[src/rtl/rename_ctrl.sv]
// Rename-stage controller: owns the frontend RAT write port and the physical-register free list.
// Walks the RAT (identity after reset, retirement copy after a flush) one write per two cycles.
module rename_ctrl #(
    parameter int NUM_ARCH_REGS = 35,
    parameter int NUM_PHYS_REGS = 64,
    localparam int LA = $clog2(NUM_ARCH_REGS),
    localparam int LP = $clog2(NUM_PHYS_REGS)
) (
    input  logic                        i_CLK,
    input  logic                        i_RESET,
    input  logic                        i_REN_VALID,
    input  logic [LA-1:0]               i_REN_AREG,
    output logic                        o_REN_READY,
    output logic [LP-1:0]               o_REN_PREG,
    output logic [LP-1:0]               o_REN_OLD_PREG,
    input  logic                        i_COMMIT_VALID,
    input  logic [LP-1:0]               i_COMMIT_FREE_PREG,
    input  logic                        i_FLUSH,
    input  logic [NUM_ARCH_REGS*LP-1:0] i_FRAT_MAP,
    input  logic [NUM_ARCH_REGS*LP-1:0] i_RRAT_MAP,
    output logic [LA-1:0]               o_RAT_SRC,
    output logic [LP-1:0]               o_RAT_DST,
    output logic                        o_RAT_WRITE
);

    localparam int FL_DEPTH = NUM_PHYS_REGS - NUM_ARCH_REGS;
    localparam int PW = $clog2(FL_DEPTH);
    localparam int CW = $clog2(FL_DEPTH + 1);
    localparam int WW = $clog2(NUM_ARCH_REGS + 1);
    localparam logic [CW-1:0] FULL = CW'(FL_DEPTH);
    localparam logic [WW-1:0] WALK_END = WW'(NUM_ARCH_REGS);

    typedef enum logic [1:0] {S_INIT, S_RUN, S_RECOVER} state_t;

    state_t          r_state, w_state_nxt;
    logic [WW-1:0]   r_walk, w_walk_nxt;
    logic            r_gap, w_gap_nxt;
    logic            r_rat_write, w_wr_nxt;
    logic [LA-1:0]   r_rat_src, w_src_nxt;
    logic [LP-1:0]   r_rat_dst, w_dst_nxt;

    logic [LP-1:0]   r_fl [FL_DEPTH];
    logic [PW-1:0]   r_head, r_rhead, r_tail;
    logic [CW-1:0]   r_count;

    logic            w_ready, w_accept, w_flush, w_commit;
    logic [LP-1:0]   w_rrat_walk, w_old_preg;

    // Depth is not a power of two, so pointers wrap explicitly.
    function automatic logic [PW-1:0] ptr_inc(input logic [PW-1:0] p);
        return (p == PW'(FL_DEPTH - 1)) ? '0 : p + 1'b1;
    endfunction

    assign w_ready  = (r_state == S_RUN) && !r_gap && (r_count != '0) && !i_FLUSH;
    assign w_accept = i_REN_VALID && w_ready;
    assign w_flush  = i_FLUSH && (r_state != S_INIT);
    assign w_commit = i_COMMIT_VALID &&
                      ((r_state == S_RECOVER) || ((r_state == S_RUN) && (r_count != FULL)));

    always_comb begin
        w_rrat_walk = '0;
        w_old_preg  = '0;
        for (int i = 0; i < NUM_ARCH_REGS; i++) begin
            if (r_walk == WW'(i))     w_rrat_walk = i_RRAT_MAP[i*LP +: LP];
            if (i_REN_AREG == LA'(i)) w_old_preg  = i_FRAT_MAP[i*LP +: LP];
        end
    end

    assign o_REN_READY    = w_ready;
    assign o_REN_PREG     = r_fl[r_head];
    assign o_REN_OLD_PREG = w_old_preg;
    assign o_RAT_WRITE    = r_rat_write;
    assign o_RAT_SRC      = r_rat_src;
    assign o_RAT_DST      = r_rat_dst;

    always_comb begin
        w_state_nxt = r_state;
        w_walk_nxt  = r_walk;
        w_gap_nxt   = r_gap;
        w_wr_nxt    = 1'b0;
        w_src_nxt   = r_rat_src;
        w_dst_nxt   = r_rat_dst;
        if (w_flush) begin
            w_state_nxt = S_RECOVER;
            w_walk_nxt  = '0;
            w_gap_nxt   = 1'b0;
        end else if (r_state == S_RUN) begin
            w_gap_nxt = w_accept;
            if (w_accept) begin
                w_wr_nxt  = 1'b1;
                w_src_nxt = i_REN_AREG;
                w_dst_nxt = r_fl[r_head];
            end
        end else if (r_gap) begin
            // The low cycle after the last walk write is where the walk hands over to RUN.
            w_gap_nxt = 1'b0;
            if (r_walk == WALK_END) w_state_nxt = S_RUN;
        end else if (r_walk != WALK_END) begin
            w_wr_nxt   = 1'b1;
            w_src_nxt  = LA'(r_walk);
            w_dst_nxt  = (r_state == S_INIT) ? LP'(r_walk) : w_rrat_walk;
            w_walk_nxt = r_walk + 1'b1;
            w_gap_nxt  = 1'b1;
        end
    end

    always_ff @(posedge i_CLK) begin
        if (!i_RESET) begin
            r_state     <= S_INIT;
            r_walk      <= '0;
            r_gap       <= 1'b0;
            r_rat_write <= 1'b0;
            r_rat_src   <= '0;
            r_rat_dst   <= '0;
        end else begin
            r_state     <= w_state_nxt;
            r_walk      <= w_walk_nxt;
            r_gap       <= w_gap_nxt;
            r_rat_write <= w_wr_nxt;
            r_rat_src   <= w_src_nxt;
            r_rat_dst   <= w_dst_nxt;
        end
    end

    always_ff @(posedge i_CLK) begin
        if (!i_RESET) begin
            for (int k = 0; k < FL_DEPTH; k++) r_fl[k] <= LP'(NUM_ARCH_REGS + k);
            r_head  <= '0;
            r_rhead <= '0;
            r_tail  <= '0;
            r_count <= FULL;
        end else begin
            if (w_commit) begin
                r_fl[r_tail] <= i_COMMIT_FREE_PREG;
                r_tail       <= ptr_inc(r_tail);
                r_rhead      <= ptr_inc(r_rhead);
            end
            // With nothing in flight, every register past the retire head is free again.
            if (w_flush || (r_state == S_RECOVER)) begin
                r_head  <= w_commit ? ptr_inc(r_rhead) : r_rhead;
                r_count <= FULL;
            end else if (r_state == S_RUN) begin
                if (w_accept) r_head <= ptr_inc(r_head);
                if (w_accept && !w_commit)      r_count <= r_count - 1'b1;
                else if (!w_accept && w_commit) r_count <= r_count + 1'b1;
            end
        end
    end

    always_ff @(posedge i_CLK) begin
        if (i_RESET && i_COMMIT_VALID && (r_state == S_RUN))
            assert (r_count != FULL);
    end

endmodule

[config.mk]
export PLATFORM = sky130hd
export DESIGN_NAME = rename_ctrl
export DESIGN_NICKNAME = d
export VERILOG_FILES = /design/src/rtl/rename_ctrl.sv
export SDC_FILE = /design/constraint.sdc
export NUM_CORES = 1
export LEC_CHECK = 0
export BUFFER_PORTS_ARGS = -buffer_cell sky130_fd_sc_hd__buf_4
export CORE_MARGIN = 4
export CORE_UTILIZATION = 39
export DETAILED_ROUTE_END_ITERATION = 6
export GPL_TIMING_DRIVEN = 0
export SYNTH_ARGS = -nofsm -noshare
export SYNTH_HDL_FRONTEND = slang
export SYNTH_SLANG_ARGS = --single-unit
[constraint.sdc]
create_clock -name i_CLK -period 3 [get_ports i_CLK]
set_input_delay 0.15 -clock i_CLK [delete_from_list [all_inputs] [get_ports i_CLK]]
set_output_delay 0.15 -clock i_CLK [all_outputs]
set_load 0.03 [all_outputs]
# Word level (Yosys, flattened, before mapping)
# Memories as Yosys holds them, arrays and structs flattened. A register that Yosys moved wholly into a read port is not among the register bits.
# Index checks and enable logic that the tools add are counted.
# word_totals
regBits	42
ramBits	174
inputBits	437
out_inout_bits	26
elab_cells	242
n_memories	1
# classes
addsub	6
n_eq_ne	79
mux	106
bitwise	4
n_reduce_logical	35
# mem_list
memory	words	width	rd	rd_ports_with_merged_regs	wr	line_no	source
r_fl	29	6	1	1	29	42	logic [LP-1:0] r_fl [FL_DEPTH];
# ops
cell	n
$mux 6	80
$eq 6x5->1 const B	32
$eq 6x4->1 const B	16
$mux 5	12
$eq 6x3->1 const B	8
$eq 6x6->1 const B	7
$eq 6x2->1 const B	4
$add 5x1->5 const B	4
$eq 5x5->1 const B	3
$reduce_bool 2->1	7
$eq 6x1->1 const B	2
$logic_not 6->1	2
$mux 1	10
$logic_and 1x1->1	9
$reduce_and 3->1	3
$mux 2	4
$add 6x1->6 const B	1
$ne 6x6->1 const B	1
$reduce_or 6->1	1
$ne 5x5->1 const B	1
$reduce_bool 5->1	1
$sub 5x1->5 const B	1
$logic_not 1->1	4
$ne 2x2->1 const B	2
9 further kinds	15

# Longest topological paths before layout
# Gate-level depths: netlist (run 1).
# logic_depth
depth_word	40
mapped_depth	16

# Least setup slack after synthesis (run 1)
# Ideal clock, no wire load.
# synth_timing
path_type	register to register
start	register r_state[1]
end	register r_count[4]
setup_time_ps	62
arrival_ps	2774
required_time_ps	2938
setup_slack_ps	164
stages_incl_launch_ff	17
synth_period_minus_slack_ps	2836
cell_sequence	dfxtp_1 > nand2b_1 > clkbuf_1 > a21oi_1 > o21a_1 > buf_2 > buf_2 > inv_1 > ha_1 > inv_1 > fa_1 > inv_1 > a21o_1 > a21oi_1 > xnor2_1 > or3_1 > nand3_1
# synth_between
elab_chain_len	9
elab_cells_between_ends	20
cone_classes	eq/ne (2); mux (1); reduce/logical (17)
# synth_lines
element	line_no	source
from (decl)	35	state_t r_state, w_state_nxt;
from (signal assigned)	116	r_state <= w_state_nxt;
$eq 2x1->1	n/a	
$logic_and 1x1->1 (3 in series)	54	assign w_ready = (r_state == S_RUN) && !r_gap && (r_count != '0) && !i_FLUSH;
$logic_and 1x1->1	55	assign w_accept = i_REN_VALID && w_ready;
$logic_not 1->1	145	else if (!w_accept && w_commit) r_count <= r_count + 1'b1;
$logic_and 1x1->1	145	
$reduce_bool 2->1 (no line)	n/a	
$reduce_and 2->1 (no line)	n/a	
to (signal assigned)	144	if (w_accept && !w_commit) r_count <= r_count - 1'b1;
to (signal assigned)	145	
to (decl)	44	logic [CW-1:0] r_count;
# Parallel ways exist; a longest one is shown, timed or not.
# A chain may end at the register's enable or synchronous reset.

# Final worst setup path (run 1)
# layout_timing
start	register r_walk[1]
end	register r_rat_dst[3] (netlist: o_RAT_DST[3])
# layout_between
elab_chain_len	40
elab_cells_between_ends	77
cone_classes	eq/ne (35); mux (39); reduce/logical (3)
# layout_lines
element	line_no	source
from (decl)	36	logic [WW-1:0] r_walk, w_walk_nxt;
from (signal assigned)	117	r_walk <= w_walk_nxt;
$logic_not 6->1	64	if (r_walk == WW'(i)) w_rrat_walk = i_RRAT_MAP[i*LP +: LP];
$mux 6 (35 in series)	64	
$mux 6	101	w_dst_nxt = (r_state == S_INIT) ? LP'(r_walk) : w_rrat_walk;
$mux 6	98	end else if (r_walk != WALK_END) begin
$mux 6	94	end else if (r_gap) begin
$mux 6	87	end else if (r_state == S_RUN) begin
to (signal assigned)	121	r_rat_dst <= w_dst_nxt;
to (decl)	40	logic [LP-1:0] r_rat_dst, w_dst_nxt;
# Parallel ways exist; a longest one is shown, timed or not. The select of a mux whose other input is x is not followed.

==> impl_metrics.tcl, run 1 <==
set metrics [dict create \
    status "finished, violations left" \
    violations "DRC, setup timing" \
    grt_pass1_wl_um 133400 \
    synth.most_common_cell "edfxtp_1" \
    row_count 76 \
    initial_core_util_pct 39.37 \
    clkSinkCount 238 \
    wirelength_um 96570 \
    hold_depth 5 \
    fin_skew_ns 0.03115 \
    holdPathEnd "o_RAT_DST[5]" \
    slew_viol_final 0 \
    finalPower_mw 9.216 \
    numCtsBuffers 24 \
    utilization_pct 52.67 \
    power_per_cell_area_mw_per_mm2 406.2 \
    syn_nets 2255 \
    grt_usage_pct 38.89 \
    first_iter_violations 2697 \
    dr.pass1.iters 7 \
    drtAntennaViolNets 0 \
    worstPathRequired_ns 3.41 \
    r2r_cells 10 \
    rsz0062_at_grt "false" \
    dominantRegCellSynth "edfxtp_1" \
    worst_slew_pin_slew_ns 0.9451 \
    min_from "i_RRAT_MAP[179]" \
    ys_warn_count 0 \
    grt_max_degree 16 \
    yosys-top-cells-count "edfxtp_1, nor2_1, nand2_1" \
    root_buffer "clkbuf_16" \
    rrSetupSlack_ns -0.02 \
    yosys.area.top_type "edfxtp_1" \
    ir_drop_v 0.0006272 \
    hold_class "primary input to flip-flop" \
    ys_top_cells_by_area "edfxtp_1, dfxtp_1, mux4_2, or3_1, nor2_1" \
    final_cell_count_no_fill 2915 \
    clk_latency_ns 0.56 \
    maxCapViolations 0 \
    async_flop_share_pct 0 \
    synthCells 1801 \
    fp.coreArea_mm2 0.04308 \
    timing.final.crit_share_pct 100.8 \
    holdWs_ns 0.02278 \
    final_nets 2753 \
    die_x_um 216.5 \
    cts_tree "done" \
    maxSlewHeadroom_pct 36.99 \
    synth_top_area_share_pct 34.00 \
    worst-path-max-fanout 10 \
    placed_cell_area_mm2 0.02115 \
    syn_area_per_cell_um2 9.416 \
    avgViaCountPerCell 6.532 \
    setup_viol 1 \
    grt_pass1_vias 18140 \
    cts_max_level 1 \
    post_drt_wl_per_cell_um 33.13 \
    arrival_ns 3.43 \
    port-buffer-count 460 \
    drive_above_1_share_pct 32.63 \
    clockBufferDepth 3 \
    clk_pin_slew_ns 0.06 \
    finalHoldViolCount 0 \
    gp_congestion 1.037 \
    netlist_area_mm2 0.01696 \
    end_kind "flip-flop" \
    dieArea_mm2 0.04688 \
    path_class "flip-flop to flip-flop" \
    final.fill_count 4014 \
    p_leak_nw 8.317 \
    startpoint_type "flip-flop" \
    grt_remaining_overflow 0 \
    r2r-end "o_RAT_DST[3]" \
    synth_edf_count 192 \
    synth-seq-area-share_pct 39.43 \
    stdcell_area_mm2 0.02269 \
    fin_ws_ns -0.02459 \
    die_height_um 216.5 \
    fmax_mhz 330.6 \
    antenna_found_initial 10 \
    hpwl_um 76560 \
    finalCriticalPeriod_ns 3.025 \
    timing.rr.start "r_walk[1]" \
    place_inst 2847 \
    ys_types 99 \
    synth_seq_cells 238 \
    drc 3 \
    ios 463 \
    area_delta_synth_final_pct 33.79 \
    vias 19040 \
]
[report_power, final]
part / switching, mW / internal, mW / total [mW]
Clock: 1.33 / 2.11 / 3.44
Sequential: 0.0421 / 3.64 / 3.69
Combinational: 1.27 / 0.819 / 2.09
[layer usage]
layer	up-vias	GRT usage (%)	part of all wire, %
met5	-	0	0.035
met2	1510	58.77	44
li1	7948	-	-
met3	251	10.73	12
met1	9329	52.45	39
met4	4	16.90	5.0
[registers in the layout (all words and copies together), names as in the netlist, named ones only]
signal	count
r_tail	5
o_RAT_DST	6
r_state	2
o_RAT_SRC	6
r_fl	192
r_rhead	5
r_head	5
r_count	5
r_gap	1
r_walk	6
[layout make-up]
class	instances	area (µm²)	area share, %
Clock inverter	15	274.0	1.208
Tap cell	585	732.0	3.226
Sequential cell	238	6698	29.52
Clock buffer	29	629.4	2.774
Inverter	39	150.1	0.6618
Multi-Input combinational cell	1345	9585	42.25
Buffer	174	978.4	4.313
Antenna cell	13	32.53	0.1434
Timing Repair Buffer	477	3607	15.90
[repair_timing]
action | in CTS | in global routing
pin swaps | 6 | 7
hold buffers | 8 | 0
gates cloned | 1 | 0
setup buffers | 6 | 2
hold endpoints to repair | 20 | 0
setup endpoints to repair | 195 | 125
resized for setup | 107 | 72
[worst max-delay path, cell delays in order, from the launching register on]
cell and delay (ns):
dfxtp_2 0.41, inv_1 0.11, ha_1 0.25, clkbuf_4 0.24, buf_4 0.26, clkbuf_2 0.32
a222oi_1 0.41, o21bai_1 0.16, nand4b_1 0.25, a31oi_4 0.34, o21ai_0 0.15
[worst max path at each step]
stage                from      endpoint  slack, ns  depth (start not counted)
2_1_floorplan  r_state[1]    r_count[4]       0.16                         16
5_1_grt        r_count[1]    r_count[4]     0.0007                         15
3_5_place_dp    r_walk[0]  o_RAT_DST[3]      -0.85                          9
3_3_place_gp    flip-flop  o_RAT_DST[3]      -1.05                          9
4_1_cts         r_walk[0]  o_RAT_DST[3]      -0.08                         10
6_report        r_walk[1]  o_RAT_DST[3]      -0.02                         10
[cell families (layout without fill, tap and decap cells)]
family	Yosys count	count (layout)	synth area share, %
buffers and inverters	219	734	5.977
AND/OR/NAND/NOR	688	689	21.84
other	0	13	0
AO/OA/AOI/OAI	510	510	20.90
XOR/XNOR	20	20	1.033
multiplexers	109	109	9.526
flip-flops	238	238	39.43
adder cells (fa/ha/maj)	17	17	1.299
[stage by stage]
| stage | worst slack [ns] | TNS, ns |
|---|---|---|
| final | -0.02459 | -0.02459 |
| after global routing | 0.0006830 | 0 |
| after CTS | -0.07508 | -0.07508 |
| after detailed placement | -0.8463 | -44.19 |
| after global placement | -1.054 | -48.04 |
| after floorplan | 0.1641 | 0 |
[placed cells by master, fill, tap and decap left out, drive strengths merged, types with 11 or more instances in the layout]
cell type / count
nand2b: 14
diode: 13
nand2: 143
or3: 91
a211oi: 23
edfxtp: 192
clkbuf: 125
dfxtp: 46
o22ai: 27
nand4: 19
xor2: 13
a31oi: 18
nand3: 65
o211ai: 29
nor2b: 18
mux2: 16
nor3: 51
a21oi: 91
o21ai: 113
mux4: 40
a221oi: 14
and3: 11
and2: 55
a22oi: 26
buf: 546
o221ai: 22
ha: 16
mux2i: 53
inv: 37
nor2: 145
Note: power is estimated with default switching activity, not from simulation.
==> run 2: changes to the inputs <==
CAP_MARGIN = 30   (was unset)
SETUP_SLACK_MARGIN = 0.3   (was unset)
SLEW_MARGIN = 20   (was unset)
==> run 2 against run 1 <==
Against the previous run: the run ends with DRC left; count of clock-buffer cells in the layout down 2; critical path type unchanged; combinational power up 6%; critical path depth down 1; non-clock buffer count up 73; sequential power about the same.
==> impl_metrics.tcl, run 2 (synthesized netlist as in run 1, its figures left out) <==
set metrics [dict create \
    end_kind "flip-flop" \
    gp_congestion 1.077 \
    fin_skew_ns 0.01115 \
    row_count 76 \
    worst_slew_pin_slew_ns 1.215 \
    timing.final.crit_share_pct 95.00 \
    seqPwrFrac_pct 41.0 \
    r2r_cells 9 \
    final_nets 2826 \
    die_height_um 216.5 \
    setup_tns_ns 0 \
    clkSinkCount 238 \
    dieArea_mm2 0.04688 \
    root_buffer "clkbuf_16" \
    worst-path-max-fanout 10 \
    layout_commonest_cell "buf_4" \
    die_x_um 216.5 \
    ir_drop_v 0.0005729 \
    violations "DRC" \
    ios 463 \
    hold_class "primary input to flip-flop" \
    final_cell_mix "buf_4, edfxtp_1, nand2_1, nor2_1, or3_1" \
    startpoint_type "flip-flop" \
    grt_usage_pct 39.62 \
    clockBufferDepth 3 \
    drc 1 \
    port-buffer-count 460 \
    p_leak_nw 8.929 \
    clk_pin_slew_ns 0.07 \
    drive_above_1_share_pct 38.85 \
    initial_core_util_pct 39.37 \
    r2r-end "o_RAT_DST[2]" \
    fp.coreArea_mm2 0.04308 \
    cts_tree "done" \
    rsz0062_at_grt "true" \
    grt_max_degree 15 \
    multi_input_area_mm2 0.01008 \
    path_class "flip-flop to flip-flop" \
    final.fill_count 3910 \
    timing.rr.start "r_walk[5]" \
    worstPathRequired_ns 3.41 \
    hpwl_um 76740 \
    avgViaCountPerCell 6.522 \
    seq_area_mm2 0.006711 \
    holdPathEnd "o_RAT_DST[3]" \
    regMostFlops "r_fl" \
    maxCapViolations 0 \
    vias 19470 \
    setup_viol 0 \
    rrSetupSlack_ns 0.15 \
    arrival_ns 3.26 \
    maxSlewHeadroom_pct 19.02 \
    grt_pass1_wl_um 136900 \
    fmax_mhz 350.9 \
    post_drt_wl_per_cell_um 33.05 \
    wirelength_um 98660 \
    power_switching_share_pct 30.30 \
    largest_register_ffs 192 \
    drtAntennaViolNets 0 \
    antenna_found_initial 13 \
    status "finished, violations left" \
    min_from "i_RRAT_MAP[207]" \
    p_int_mw 6.266 \
    first_iter_violations 3153 \
    cts_max_level 1 \
    clk_latency_ns 0.54 \
    slew_viol_final 0 \
    p_comb_share_pct 24.6 \
    hold_depth 5 \
    grt_remaining_overflow 0 \
    finalPower_mw 8.990 \
    p_clk_share_pct 34.4 \
    finalCriticalPeriod_ns 2.850 \
    area_delta_synth_final_pct 42.08 \
    p_switching_mw 2.724 \
    numCtsBuffers 25 \
    dr.pass1.iters 7 \
    power_per_cell_area_mw_per_mm2 373.1 \
    finalHoldViolCount 0 \
    grt_pass1_vias 18750 \
]
==> run 2: cell types whose count changed in the layout (fill, tap and decap cells not counted), moves of 7 or more <==
cell	previous run	this run
clkbuf_1	76	60
nor2_2	1	11
buf_12	2	10
o21ai_2	6	20
o21ai_1	30	14
buf_4	486	522
nor2_1	143	130
o21ai_4	0	8
clkbuf_4	9	16
buf_6	14	37
==> run 2: worst max-delay path by stage <==
stage / to / from / slack [ns]
after detailed placement: o_RAT_DST[2] / r_walk[1] / -0.81
final: o_RAT_DST[2] / r_walk[5] / 0.15
after global placement: o_RAT_DST[4] / r_walk[0] / -1.10
after global routing: o_REN_PREG[1] / flip-flop / 0.15
after CTS: o_RAT_DST[2] / r_walk[4] / 0.11
after floorplan: r_count[4] / r_state[1] / 0.31
==> run 2: metrics by stage <==
stage / setup WS, ns / cell area (µm²) / util (%) / std cells / hold slack [ns]
after CTS: 0.1125 / 23290 / 54.06 / 2939 / 0.1402
after global routing: 0.1454 / 24080 / 55.91 / 2981 / 0.1368
after floorplan: 0.3107 / 16960 / - / 1801 / 0.2489
after global placement: -1.096 / 21150 / 49.09 / 2846 / 0.3600
after detailed placement: -0.8147 / 21170 / 49.15 / 2850 / 0.3621
final: 0.1501 / 24090 / 55.93 / 2985 / 0.1723
==> run 2: power by group through the flow <==
| stage | Clock [mW] | Sequential (mW) | Combinational, mW |
|---|---|---|---|
| final | 3.09 | 3.69 | 2.21 |
| after global routing | 3.24 | 3.69 | 2.25 |
| after CTS | 3.08 | 3.69 | 2.04 |
| after detailed placement | 0 | 3.76 | 1.89 |
| after global placement | 0 | 3.75 | 1.91 |
| after floorplan | 0 | 3.76 | 0.747 |
==> run 2: critical path, stage by stage, from the launching register on <==
cell	delay (ns)
dfxtp_1	0.30
buf_2	0.17
or4b_1	0.54
buf_2	0.23
nor3_1	0.21
a31oi_1	0.06
o31ai_1	0.32
o21ai_1	0.22
a221oi_2	0.50
o32ai_1	0.17
==> run 2: what timing repair did <==
| action | CTS | global route |
|---|---|---|
| setup buffers | 31 | 34 |
| hold endpoints to repair | 20 | 0 |
| gates resized for setup | 267 | 157 |
| pin swaps | 25 | 40 |
| hold buffers | 10 | 0 |
| setup endpoints to repair | 231 | 135 |
| gates cloned | 2 | 2 |
==> run 2: per-layer routing <==
metal / wire (µm) / share of wire, % / track usage, %
met5: 57 / 0.058 / 0
met4: 4512 / 4.6 / 15.55
met3: 12350 / 13 / 11.69
met2: 43810 / 44 / 60.93
met1: 37920 / 38 / 52.79
==> run 2: final cells by class <==
class,count,area share (%)
inverter,39,0.7063
buffer,180,5.276
clock inverter,19,0.7219
multi-input combinational,1344,41.85
clock buffer,27,2.628
timing repair buffer,544,17.83
antenna,9,0.09348
sequential,238,27.86
tap,585,3.038
